$ cat config.mk
export PLATFORM = sky130hd
export DESIGN_NAME = oam_dma_controller
export DESIGN_NICKNAME = d
export VERILOG_FILES = /design/src/rtl/oam_dma_controller.sv
export SDC_FILE = /design/constraint.sdc
export NUM_CORES = 1
export LEC_CHECK = 0
export CORE_MARGIN = 1
export CORE_UTILIZATION = 45
export DETAILED_ROUTE_END_ITERATION = 6
export GPL_TIMING_DRIVEN = 0
export PLACE_DENSITY = 0.77
export SLEW_MARGIN = 20
export SYNTH_ARGS = -nofsm -noshare
export SYNTH_HDL_FRONTEND = slang
export SYNTH_SLANG_ARGS = --single-unit
$ cat constraint.sdc
create_clock -name clk -period 5.15 [get_ports clk]
set_clock_uncertainty 0.05 [all_clocks]
set_input_delay 0.515 -clock clk [delete_from_list [all_inputs] [get_ports clk]]
set_output_delay 0.515 -clock clk [all_outputs]
set_load 0.02 [all_outputs]
$ cat src/rtl/oam_dma_controller.sv
// rtl/oam_dma_controller.sv - OAM DMA sequencer: FF46 write copies XFER_LEN bytes into OAM.
// Optional CPU bus blocking during transfers is enabled by defining OAM_DMA_CPU_BLOCK_EN.
module oam_dma_controller #(
  parameter int XFER_LEN     = 160,
  parameter int CYC_PER_BYTE = 4,
  parameter int START_DELAY  = 4
) (
  input  logic        clk,
  input  logic        reset,
  input  logic        reg_wr_en,
  input  logic [15:0] reg_addr,
  input  logic [7:0]  reg_wdata,
  output logic [7:0]  dma_reg,
  output logic        src_rd_en,
  output logic [15:0] src_addr,
  input  logic [7:0]  src_rdata,
  output logic        oam_wr_en,
  output logic [7:0]  oam_addr,
  output logic [7:0]  oam_wdata,
  output logic        active,
  output logic        cpu_block
);

  localparam int PH_W = $clog2(CYC_PER_BYTE);
  localparam int DC_W = $clog2(START_DELAY + 1);
  localparam logic [PH_W-1:0] PH_LAST  = PH_W'(CYC_PER_BYTE - 1);
  localparam logic [DC_W-1:0] DLY_LAST = DC_W'(START_DELAY - 1);
  localparam logic [7:0]      IDX_LAST = 8'(XFER_LEN - 1);

  typedef enum logic [1:0] {IDLE, START, XFER} state_t;

  state_t            state, state_nxt;
  logic [7:0]        src_hi;
  logic [7:0]        idx;
  logic [PH_W-1:0]   phase;
  logic [DC_W-1:0]   dly_cnt;
  logic [7:0]        data_q;
  logic              trigger;

  assign trigger = reg_wr_en && (reg_addr == 16'hFF46);
  assign active  = (state != IDLE);

`ifdef OAM_DMA_CPU_BLOCK_EN
  assign cpu_block = active && !((reg_addr >= 16'hFF80) && (reg_addr <= 16'hFFFE));
`else
  assign cpu_block = 1'b0;
`endif

  always_ff @(posedge clk) begin
    if (reset) begin
      state   <= IDLE;
      dma_reg <= 8'hFF;
      src_hi  <= 8'h00;
      idx     <= 8'h00;
      phase   <= '0;
      dly_cnt <= '0;
      data_q  <= 8'h00;
    end else begin
      state <= state_nxt;
      if (trigger) begin
        // Echo RAM E000-FDFF mirrors C000-DDFF, so fold the high byte down.
        dma_reg <= reg_wdata;
        src_hi  <= (reg_wdata >= 8'hE0) ? (reg_wdata - 8'h20) : reg_wdata;
        idx     <= 8'h00;
        dly_cnt <= '0;
        phase   <= '0;
      end else begin
        case (state)
          START: begin
            dly_cnt <= dly_cnt + DC_W'(1);
            phase   <= '0;
          end
          XFER: begin
            phase <= (phase == PH_LAST) ? '0 : phase + PH_W'(1);
            if (phase == '0)
              data_q <= src_rdata;
            if ((phase == PH_LAST) && (idx != IDX_LAST))
              idx <= idx + 8'h01;
          end
          default: ;
        endcase
      end
    end
  end

  always_comb begin
    state_nxt = state;
    src_rd_en = 1'b0;
    src_addr  = 16'h0000;
    oam_wr_en = 1'b0;
    oam_addr  = 8'h00;
    oam_wdata = 8'h00;
    case (state)
      IDLE: ;
      START: begin
        if (dly_cnt == DLY_LAST)
          state_nxt = XFER;
      end
      XFER: begin
        if (phase == '0) begin
          src_rd_en = 1'b1;
          src_addr  = {src_hi, idx};
        end
        if (phase == PH_W'(1)) begin
          oam_wr_en = 1'b1;
          oam_addr  = idx;
          oam_wdata = data_q;
        end
        if ((phase == PH_LAST) && (idx == IDX_LAST))
          state_nxt = IDLE;
      end
      default: state_nxt = IDLE;
    endcase
    // A new trigger always restarts, even on the cycle the last byte finishes.
    if (trigger)
      state_nxt = START;
  end

endmodule

==> flow_metrics.tcl <==
set metrics [dict create \
    syn_nets 327 \
    grt_use_total_pct 24.3 \
    num_vias 2392 \
    nFillCells 429 \
    p_sw_mw 0.128 \
    synth_ff_type "dfxtp_1" \
    grt_antenna_before_repair 0 \
    yosysTopAreaCellShare_pct 34.6 \
    period_needed_ns 2.92 \
    tightest_slew_ns 0.500 \
    die_h_um 72.8 \
    worst_hold_path_type "register to register" \
    yosys_register_bits 39 \
    placedCellCount 426 \
    clk_latency_ns 0.29 \
    drt_iter0_drc 179 \
    coreArea_sq_um 4790 \
    syn2layout_area_growth_pct 42.9 \
    detail_route.vias_per_cell 5.51 \
    ys_seq_area_share_pct 34.6 \
    slew_headroom_pct 66.7 \
    clock_path_buffers 2 \
    io_buffers 77 \
    grt_max_degree 14 \
    reg2reg_to "data_q[5]" \
    swShare_pct 21.3 \
    fin_util_pct 67.3 \
    drive_gt1_share_pct 7.08 \
    floorplan.rows 25 \
    dp.final_hpwl_mm 4.49 \
    post_cts_buffers 0 \
    synthCells 282 \
    clock_sinks 39 \
    period_share_pct 56.7 \
    setup_viol 0 \
    p_int_mw 0.473 \
    avgSynthCellArea_sq_um 8.00 \
    arrival_ns 2.35 \
    grt_pass1_vias 2169 \
    hold_depth 2 \
    drtAntennaViolNets 0 \
    wl_mm 6.10 \
    grt_first_pass_wirelength_mm 9.96 \
    drv_cap 0 \
    irDropWorstVdd_v 0.000164 \
    critical_path.endpoint "oam_wdata[7]" \
    yosysTopAreaCell "dfxtp_1" \
    clk_pin_slew_ns 0.08 \
    cts_root_buffer "clkbuf_8" \
    worst_setup_path_start_kind "register" \
    worstSetupPathType "register to output port" \
    synth_warnings 0 \
    fin_cells 434 \
    route.met2.wl_mm 2.91 \
    power_density_nw_per_um2 187 \
    rr_worst_depth 7 \
    p_total_mw 0.601 \
    top_layer "met4" \
    gr-total-overflow 0 \
    die_w_um 72.8 \
    slew_viol_final 0 \
    n_antenna_cell 0 \
    power_frac_clock_pct 42.5 \
    r2r_slack_ns 3.09 \
    startpoint "state[0]" \
    power_frac_comb_pct 7.4 \
    cp_max_fo 10 \
    initial_core_util_pct 47.1 \
    reg2reg_from "phase[0]" \
    cts_hold_buf 0 \
    ios 79 \
    status "finished, final reports clean" \
    htreeDepth 2 \
    worstPathRequired_ns 4.59 \
    end_kind "output port" \
    p_seq_share_pct 50.1 \
    async_flop_share_pct 0 \
    wl_per_cell_um 14.1 \
    hold_viol_final 0 \
    drc 0 \
    dp_slack_ns 2.55 \
    grt_setup_unrepaired "no" \
    synth_edf_count 0 \
    power.static_leakage_nw 1.27 \
    netlist_area_sq_um 2260 \
    final_net_count 411 \
    first_pass_iters 4 \
    die-area_sq_um 5300 \
    synth_cell_type_count 44 \
    fmaxAchievable_ghz 0.343 \
    cts_tree "built" \
    cts_buffers 5 \
    fin_setup_tns_ns 0 \
    gp_congestion 0.838 \
    drt-met1-wl_mm 2.76 \
    wl_met3_um 363 \
    setup_ws_ns 2.23 \
    ctsResizeCount 0 \
    synthTopCellsByArea "dfxtp_1, and3_1, nand3_1" \
]
final cells by class:
cell class,count,area [sq um],area share (%)
multi-input cells,210,1310,40.6
flip-flops and latches,39,781,24.2
repair buffers,77,771,23.9
plain buffers,21,120,3.73
well taps,67,83.8,2.60
clock buffers,5,68.8,2.14
inverters,12,45.0,1.40
clock inverters,3,43.8,1.36
per-stage QoR:
stage | hold slack [ns] | area (sq um)
final | 0.424 | 3220
after global routing | 0.435 | 3220
after CTS | 0.422 | 3220
after detailed placement | 0.413 | 3110
after global placement | 0.407 | 3110
after floorplan | 0.395 | 2260
power by group through the flow:
stage | clock [mW] | combinational [mW] | sequential (mW)
2_1_floorplan | 0 | 0.0125 | 0.308
3_3_place_gp | 0 | 0.0438 | 0.308
3_5_place_dp | 0 | 0.0443 | 0.308
4_1_cts | 0.261 | 0.0445 | 0.301
5_1_grt | 0.271 | 0.0485 | 0.301
6_report | 0.255 | 0.0447 | 0.301
cells in the final DEF (no fill, tap or decap), drive strengths merged, types with 10 or more instances in the layout:
cell / count
buf: 13
nand3: 35
nor2: 12
inv: 12
clkbuf: 13
clkdlybuf4s50: 77
nor2b: 10
nand2: 16
ha: 10
and3: 41
a21oi: 16
o21ai: 20
dfxtp: 39
worst min path at each step:
stage | slack, ns | endpoint | startpoint
2_1_floorplan | 0.39 | src_hi[5] | src_hi[5]
3_3_place_gp | 0.41 | src_hi[5] | src_hi[5]
3_5_place_dp | 0.41 | src_hi[1] | src_hi[1]
4_1_cts | 0.42 | src_hi[5] | src_hi[5]
5_1_grt | 0.43 | src_hi[5] | src_hi[5]
6_report | 0.42 | src_hi[5] | src_hi[5]
Yosys cell counts, types with 2 or more instances:
master / n
buf_6: 3
nand3_1: 35
or3_1: 3
buf_4: 3
o21ai_1: 9
and4_1: 2
nor2_1: 12
inv_1: 12
buf_2: 6
o21ai_0: 9
dfxtp_1: 39
and3_1: 41
xor2_1: 2
nor2b_1: 10
xnor2_1: 4
ha_1: 10
nand4_1: 5
clkbuf_1: 8
a22oi_1: 8
nand2_1: 15
o211ai_1: 8
a21oi_1: 16
cell families after synthesis:
| logic type | Yosys count | share of synthesized area (%) |
|---|---|---|
| simple gates | 134 | 33.3 |
| compound gates | 58 | 16.3 |
| flops | 39 | 34.6 |
| buf+inv | 33 | 7.32 |
| fa+ha+maj | 10 | 5.55 |
| xor+xnor | 6 | 2.33 |
| other cells | 1 | 0.166 |
| mux | 1 | 0.444 |
critical path, cell delays in order, from the launching register on:
cell             delay, ns
dfxtp_1               0.33
inv_1                 0.08
ha_1                  0.22
buf_2                 0.24
clkbuf_1              0.34
and3_1                0.21
clkdlybuf4s50_1       0.62
metal layers:
| metal | global-route usage (%) | vias up |
|---|---|---|
| met5 | 0 | - |
| met2 | 41.1 | 79 |
| met1 | 30.4 | 1122 |
| met3 | 6.08 | 6 |
| li1 | - | 1185 |
| met4 | 7.63 | 0 |
(Power assumes the default switching activity.)
